[config.mk]
export PLATFORM = sky130hd
export DESIGN_NAME = shift_register_univ
export DESIGN_NICKNAME = d
export VERILOG_FILES = /design/src/rtl/shift_register_univ.sv
export SDC_FILE = /design/constraint.sdc
export NUM_CORES = 1
export LEC_CHECK = 0
export CAP_MARGIN = 20
export CORE_AREA = 3 3 76 78
export CTS_CLUSTER_SIZE = 30
export DETAILED_ROUTE_END_ITERATION = 16
export DIE_AREA = 0 0 79 81
export SKIP_LAST_GASP = 1
export SLEW_MARGIN = 15
export SYNTH_ARGS = -nofsm -noshare
export SYNTH_HDL_FRONTEND = slang
export SYNTH_SLANG_ARGS = --single-unit
export TNS_END_PERCENT = 20
[constraint.sdc]
create_clock -name clk -period 2 [get_ports clk]
set_input_delay 0.4 -clock clk [delete_from_list [all_inputs] [get_ports clk]]
set_output_delay 0.4 -clock clk [all_outputs]
set_load 0.1 [all_outputs]
[src/rtl/shift_register_univ.sv]
// Universal register: load, clear and multi-cycle shift/rotate by a
// programmable amount, one bit per enabled clock, with start/busy/done.
module shift_register_univ #(
    parameter int WIDTH = 8,
    parameter int AMT_W = 4
) (
    input  logic             clk,
    input  logic             rst,
    input  logic             en,
    input  logic             start,
    input  logic [2:0]       op,
    input  logic [AMT_W-1:0] amt,
    input  logic [WIDTH-1:0] d,
    input  logic             sin,
    output logic [WIDTH-1:0] q,
    output logic             sout,
    output logic             busy,
    output logic             done
);

    localparam logic [2:0] OP_LOAD  = 3'd0;
    localparam logic [2:0] OP_SHL   = 3'd1;
    localparam logic [2:0] OP_SHR   = 3'd2;
    localparam logic [2:0] OP_ASR   = 3'd3;
    localparam logic [2:0] OP_ROL   = 3'd4;
    localparam logic [2:0] OP_ROR   = 3'd5;
    localparam logic [2:0] OP_CLEAR = 3'd6;

    typedef enum logic {
        IDLE  = 1'b0,
        SHIFT = 1'b1
    } state_t;

    state_t           state_q;
    logic [WIDTH-1:0] q_q;
    logic             sout_q;
    logic             done_q;
    logic [2:0]       op_q;
    logic [AMT_W-1:0] cnt_q;
    logic [WIDTH:0]   step_idle_d;
    logic [WIDTH:0]   step_busy_d;

    // One single-bit step: returns {bit shifted out, new register value}.
    function automatic logic [WIDTH:0] shift1(
        input logic [2:0]       o,
        input logic [WIDTH-1:0] v,
        input logic             s
    );
        logic [WIDTH:0] r;
        r = {1'b0, v};
        case (o)
            OP_SHL:  r = {v[WIDTH-1], v[WIDTH-2:0], s};
            OP_SHR:  r = {v[0], s, v[WIDTH-1:1]};
            OP_ASR:  r = {v[0], v[WIDTH-1], v[WIDTH-1:1]};
            OP_ROL:  r = {v[WIDTH-1], v[WIDTH-2:0], v[WIDTH-1]};
            OP_ROR:  r = {v[0], v[0], v[WIDTH-1:1]};
            default: r = {1'b0, v};
        endcase
        return r;
    endfunction

    always_comb begin
        step_idle_d = shift1(op, q_q, sin);
        step_busy_d = shift1(op_q, q_q, sin);
    end

    always_ff @(posedge clk or posedge rst) begin
        if (rst) begin
            state_q <= IDLE;
            q_q     <= '0;
            sout_q  <= 1'b0;
            done_q  <= 1'b0;
            op_q    <= OP_LOAD;
            cnt_q   <= '0;
        end else begin
            done_q <= 1'b0;
            if (en) begin
                case (state_q)
                    IDLE: begin
                        if (start) begin
                            case (op)
                                OP_LOAD: begin
                                    q_q    <= d;
                                    done_q <= 1'b1;
                                end
                                OP_CLEAR: begin
                                    q_q    <= '0;
                                    sout_q <= 1'b0;
                                    done_q <= 1'b1;
                                end
                                OP_SHL, OP_SHR, OP_ASR, OP_ROL, OP_ROR: begin
                                    if (amt == '0) begin
                                        done_q <= 1'b1;
                                    end else begin
                                        sout_q <= step_idle_d[WIDTH];
                                        q_q    <= step_idle_d[WIDTH-1:0];
                                        if (amt == AMT_W'(1)) begin
                                            done_q <= 1'b1;
                                        end else begin
                                            op_q    <= op;
                                            cnt_q   <= amt - AMT_W'(1);
                                            state_q <= SHIFT;
                                        end
                                    end
                                end
                                default: done_q <= 1'b1;
                            endcase
                        end
                    end
                    SHIFT: begin
                        sout_q <= step_busy_d[WIDTH];
                        q_q    <= step_busy_d[WIDTH-1:0];
                        cnt_q  <= cnt_q - AMT_W'(1);
                        if (cnt_q == AMT_W'(1)) begin
                            state_q <= IDLE;
                            done_q  <= 1'b1;
                        end
                    end
                    default: state_q <= IDLE;
                endcase
            end
        end
    end

    assign q    = q_q;
    assign sout = sout_q;
    assign busy = (state_q == SHIFT);
    assign done = done_q;

endmodule
==> results of run 1 <==
## report_power, final
part           total (mW)  switching [mW]  internal (mW)
Sequential          0.942           0.394          0.548
Combinational        2.87            1.67           1.20
Clock               0.305           0.130          0.175
## metal layers
layer,vias to the layer above,GRT usage,wire length [µm]
met3,6,0.0266,220
met1,843,0.211,2290
met4,0,0.0275,58
met2,48,0.282,2510
li1,923,-,-
met5,-,0,0
## worst max-delay path, stage by stage
cell and delay (ns):
clkdlybuf4s50_1 0.44, or3_4 0.42, a41o_4 0.27, nor2_4 0.16, mux2_2 0.35
## layout make-up
type	count	area [µm²]
Multi-Input combinational cell	174	1230
Fill cell	535	2630
Sequential cell	18	455
Timing Repair Buffer	65	657
Inverter	6	22.5
Clock buffer	4	55.1
Tap cell	70	87.6
## flip-flops by register name, summed over array words and instances (netlist names)
signal / count
done: 1
sout: 1
op_q: 3
cnt_q: 4
busy: 1
q: 8
## stage by stage
stage	instances	area, µm²	utilization	TNS [ns]	total power [mW]
finish	337	2510	0.488	0	4.12
global route	337	2510	0.488	-0.0792	4.38
CTS	337	2490	0.485	0	4.12
detailed placement	333	2430	0.473	-3.54	3.79
global placement	333	2430	0.473	-2.94	3.76
floorplan	224	1820	-	-0.0655	2.87
## worst max path at each step
stage / from / endpoint / slack, ns / cells past startpoint
2_1_floorplan: q[6] / q[7] / -0.07 / 6
3_3_place_gp: amt[0] / cnt_q[2] / -0.32 / 7
3_5_place_dp: amt[1] / cnt_q[2] / -0.40 / 7
4_1_cts: amt[1] / cnt_q[3] / 0.004 / 9
5_1_grt: op[0] / q[7] / -0.05 / 8
6_report: op[2] / q[4] / 0.1 / 5
## timing repair
item	4_1_cts	5_1_grt
hold buffers	0	0
setup endpoints to repair	4	7
resized for setup	2	5
pin swaps	1	4
endpoints found under the hold margin	0	0
## layout by cell type, fill, tap and decap left out, drive strengths merged, types with 2 or more instances in the layout
cell	netlist	routed
a211o	4	4
a211oi	9	9
a21oi	28	28
a221oi	2	2
a22o	2	2
a22oi	2	2
a311o	2	2
a31oi	6	6
a32oi	4	4
and2	4	4
buf	16	46
clkbuf	10	4
clkdlybuf4s50	0	17
dfrtp	18	18
dlymetal6s2s	0	2
ha	5	5
inv	6	6
mux2	8	8
mux2i	18	18
nand2	20	20
nand2b	2	2
nand3	4	4
nor2	11	11
nor2b	4	4
nor3	6	6
o2111ai	2	2
o21ai	8	8
o21bai	3	3
o22a	2	2
or3	3	3
## logic make-up after synthesis
logic type | Yosys count | share of synthesized area
multiplexers | 26 | 0.149
adder cells (fa/ha/maj) | 5 | 0.0345
flip-flops | 18 | 0.248
AND/OR/NAND/NOR | 59 | 0.165
AO/OA/AOI/OAI | 82 | 0.312
buffers and inverters | 32 | 0.0814
XOR/XNOR | 2 | 0.00966
==> metrics, run 1 <==
Synth Net Count=approximately 250; Synth async-reset ratio=1.00; number of inserted diodes=0; Static Leak=approximately 1.1 nW; cell taking the most area after synthesis=dfrtp_1; Seq/Total Area, Yosys=0.248; Final Hold Fails=0; synth top area cells=dfrtp_1 25%, mux2i_1 9.9%, a21oi_1 7.4%, mux2_2 5.0%, nand2_1 4.1%; WL/cell=approximately 15 µm; TritonCTS Buffers=3; post-route minimum period=roughly 1.9 ns; worst reg2reg path endpoint=q[3]; root cell of the clock tree=clkbuf_8; internal reg-to-reg setup slack=0.26 ns; hold slack=0.453 ns; initial antenna violation count=0; crit path kind=input pin to flip-flop; fmax=between 500 and 600 MHz; Initial DRC Count=~160; Worst Skew=0.000604 ns; area of the core=between 5000 and 6000 µm²; Die Width=between 70 and 80 µm; Post-synth EDFFs=0; Most used DFF post-synth=dfrtp_1; Yosys reg bits=18; Reg2Reg Depth=6; Max IR drop VDD=1.06 mV; Clock Pin Slew Worst Setup and Hold Paths=0.07 ns; Tightest Hold Check Type=input pin to asynchronous set/reset pin; Final ANT Viol Nets=0; largest net degree at the start of global routing=25; Initial Utilization=0.353; Boundary Pins=31; max-cap viol count=0; final setup vio count=0; crit-path max FO=4; pwr dens=1640 nW/µm²; Slew Limit Headroom=0.719; Worst Tran Pin Value=0.421 ns; share of post-route cells with drive strength above 1=0.262; vias per inst=between 5 and 6; Site Rows=26; synthesized instance count=224; post-CTS setup buffer count=0; fin crit share=0.950; CP required=around 2.1 ns; first-pass GRT wire length=8250 µm; clk sinks=18; DRC=0; GRT Util Overall=0.161; HPWL after DPL=~3800 µm; drt pass-1 iters=4; Worst-Skew Late Latency=around 0.25 ns; Die Span Y=around 80 µm; IO Port Bufs=30; Post-Syn Area=1810 µm²; total routed wirelength=5080 µm; CTS tree=done; Synthesis Warnings=0; Synth-to-Final Area Change=38.2%; startpoint types=input pin; RSZ-0062 raised after global routing=yes; most used standard cell by instance count after synthesis=a21oi_1; H-tree depth=1; CTS max path bufs=2; Place WS=-0.396 ns; total number of vias=roughly 1,800; share of the synthesized area in the top cell type=0.248; Synth Area per Inst=about 8.1 µm²; GRT overflow=0; CP Capture Type=flip-flop; status=complete, no violations; full die area=approximately 6400 µm²; top post-synthesis cells by count=27 x a21oi_1, 20 x nand2_1, 18 x dfrtp_1, 18 x mux2i_1; final worst slack=0.0996 ns; Layout Nets=roughly 300; global placer's final weighted congestion=0.863; Synth cell types=48; worst r2r src=op_q[1]; fin. max-slew vios=0; vias in the first global route=~1,700; crit path DAT=just over 2 ns
No activity file was read; power rests on OpenSTA's default activity.
==> run 2: changes to the inputs <==
--- a/config.mk
+++ b/config.mk
@@ -10,7 +10,7 @@
 export CTS_CLUSTER_SIZE = 30
 export DETAILED_ROUTE_END_ITERATION = 16
 export DIE_AREA = 0 0 79 81
-export SKIP_LAST_GASP = 1
+export HOLD_SLACK_MARGIN = 0.08
 export SLEW_MARGIN = 15
 export SYNTH_ARGS = -nofsm -noshare
 export SYNTH_HDL_FRONTEND = slang
==> metrics, run 2 (synthesized netlist as in run 1, its figures left out) <==
Synth-to-Final Area Change=38.6% (was 38.2%); drt pass-1 iters=4 (unchanged); CP required=2.14 ns (about the same); Flop pwr share=0.228 (was 0.229); Logic pwr share=0.698 (was 0.697); full die area=6400 µm² (unchanged); fin crit share=0.950 (about the same); Worst Tran Pin Value=0.421 ns (about the same); Worst-Skew Late Latency=0.25 ns (about the same); root cell of the clock tree=clkbuf_8 (unchanged); global placer's final weighted congestion=0.863 (unchanged); TritonCTS Buffers=3 (unchanged); fmax=526 MHz (about the same); Slew Limit Headroom=0.720 (was 0.719); max reg flops=8 (unchanged); fin. max-slew vios=0 (unchanged); Worst Skew=0.000475 ns (was 0.000604 ns); Layout Nets=293 (unchanged); Final Hold Fails=0 (unchanged); design internal power=1.93 mW (about the same); most frequent cells in the layout=34 x buf_4, 26 x a21oi_1, 20 x nand2_1 (was 36 x buf_4, 26 x a21oi_1, 20 x nand2_1); most common cell after layout, fill and taps aside=buf_4 (unchanged); crit path kind=input pin to flip-flop (unchanged); crit path DAT=2.05 ns (about the same); overall power=4.12 mW (about the same); switching power of the nets=2.19 mW (about the same); area of the core=5140 µm² (unchanged); Die Span Y=81 µm (unchanged); hold slack=0.454 ns (was 0.453 ns); number of inserted diodes=0 (unchanged); Max IR drop VDD=1.06 mV (about the same); H-tree depth=1 (unchanged); final setup vio count=0 (unchanged); Setup TNS=0 ns (unchanged); pwr dens=1640 nW/µm² (about the same); total routed wirelength=5070 µm (was 5080 µm); first-pass GRT wire length=8250 µm (unchanged); total number of vias=1,819 (was 1,820); startpoint types=input pin (unchanged); status=complete, no violations (unchanged); crit-path max FO=4 (unchanged); Tightest Hold Check Type=input pin to asynchronous set/reset pin (unchanged); GRT overflow=0 (unchanged); HPWL after DPL=3790 µm (unchanged); DRC=0 (unchanged); CTS max path bufs=2 (unchanged); vias per inst=5.40 (about the same); Final ANT Viol Nets=0 (unchanged); share of post-route cells with drive strength above 1=0.262 (unchanged); Initial DRC Count=152 (was 155); switch share=0.532 (about the same); IO Port Bufs=30 (unchanged); WL/cell=15.0 µm (was 15.1 µm); GRT Util Overall=0.161 (unchanged); largest net degree at the start of global routing=25 (unchanged); post-route cell area=2510 µm² (about the same); CP Capture Type=flip-flop (unchanged); placed cell areas=2430 µm² (unchanged); Initial Utilization=0.353 (unchanged); Clk pwr share=0.074 (about the same); post-route minimum period=1.90 ns (about the same); CTS tree=done (unchanged); Site Rows=26 (unchanged); Boundary Pins=31 (unchanged); max-cap viol count=0 (unchanged); Static Leak=1.08 nW (about the same); vias in the first global route=1,696 (unchanged); # hold bufs at CTS=0 (unchanged); clk sinks=18 (unchanged); RSZ-0062 raised after global routing=yes (unchanged); Clock Pin Slew Worst Setup and Hold Paths=0.07 ns (about the same); initial antenna violation count=0 (unchanged); post-CTS setup buffer count=0 (unchanged); Die Width=79 µm (unchanged)
==> run 2: layout make-up <==
cell class / count / area (µm²)
repair buffers: 65 / 664
flip-flops and latches: 18 / 455
well taps: 70 / 87.6
fillers: 535 / 2630
multi-input cells: 174 / 1230
inverters: 6 / 22.5
clock buffers: 4 / 55.1
==> run 2: layer usage <==
metal,GRT usage,up-vias,share of wire
li1,-,922,-
met1,0.211,848,0.45
met2,0.282,43,0.50
met3,0.0266,6,0.036
met4,0.0275,0,0.011
met5,0,-,0
==> run 2: per-stage QoR <==
| stage | setup slack (ns) | std cells | util |
|---|---|---|---|
| 2_1_floorplan | -0.0655 | 224 | - |
| 3_3_place_gp | -0.320 | 333 | 0.473 |
| 3_5_place_dp | -0.396 | 333 | 0.473 |
| 4_1_cts | 0.00427 | 337 | 0.485 |
| 5_1_grt | -0.000123 | 337 | 0.489 |
| 6_report | 0.0990 | 337 | 0.489 |
==> run 2: critical path, stage by stage <==
cell and delay (ns):
clkdlybuf4s50_1 0.44, or3_4 0.42, a41o_4 0.27, nor2_4 0.16, mux2_2 0.35
==> run 2: worst paths after layout <==
path / startpoint / to / slack [ns] / cells past startpoint
setup / recovery: op[2] / q[4] / 0.1 / 5
hold / removal: rst / busy / 0.45 / 3
setup reg to reg: op_q[1] / q[3] / 0.26 / 6
hold reg to reg: sout / sout / 0.51 / 2
max in group asynchronous: rst / q[3] / 1.33 / 3
min in group clk: sout / sout / 0.51 / 2
==> run 2: timing repair <==
action / 4_1_cts / 5_1_grt
pin swaps: 1 / 5
resized for setup: 2 / 7
setup endpoints to repair: 4 / 7
==> run 2: power by group through the flow <==
stage,sequential [mW],clock [mW],combinational [mW]
2_1_floorplan,1.42,0,1.45
3_3_place_gp,0.941,0,2.82
3_5_place_dp,0.938,0,2.85
4_1_cts,0.935,0.316,2.87
5_1_grt,0.980,0.333,3.07
6_report,0.941,0.305,2.87
==> run 3: changes to the inputs <==
--- a/config.mk
+++ b/config.mk
@@ -7,10 +7,10 @@
 export LEC_CHECK = 0
 export CAP_MARGIN = 20
 export CORE_AREA = 3 3 76 78
+export CTS_CLUSTER_DIAMETER = 40
 export CTS_CLUSTER_SIZE = 30
 export DETAILED_ROUTE_END_ITERATION = 16
 export DIE_AREA = 0 0 79 81
-export HOLD_SLACK_MARGIN = 0.08
 export SLEW_MARGIN = 15
 export SYNTH_ARGS = -nofsm -noshare
 export SYNTH_HDL_FRONTEND = slang
==> results of run 3 <==
Final layout, timing and power as in run 2 (identical DEF).
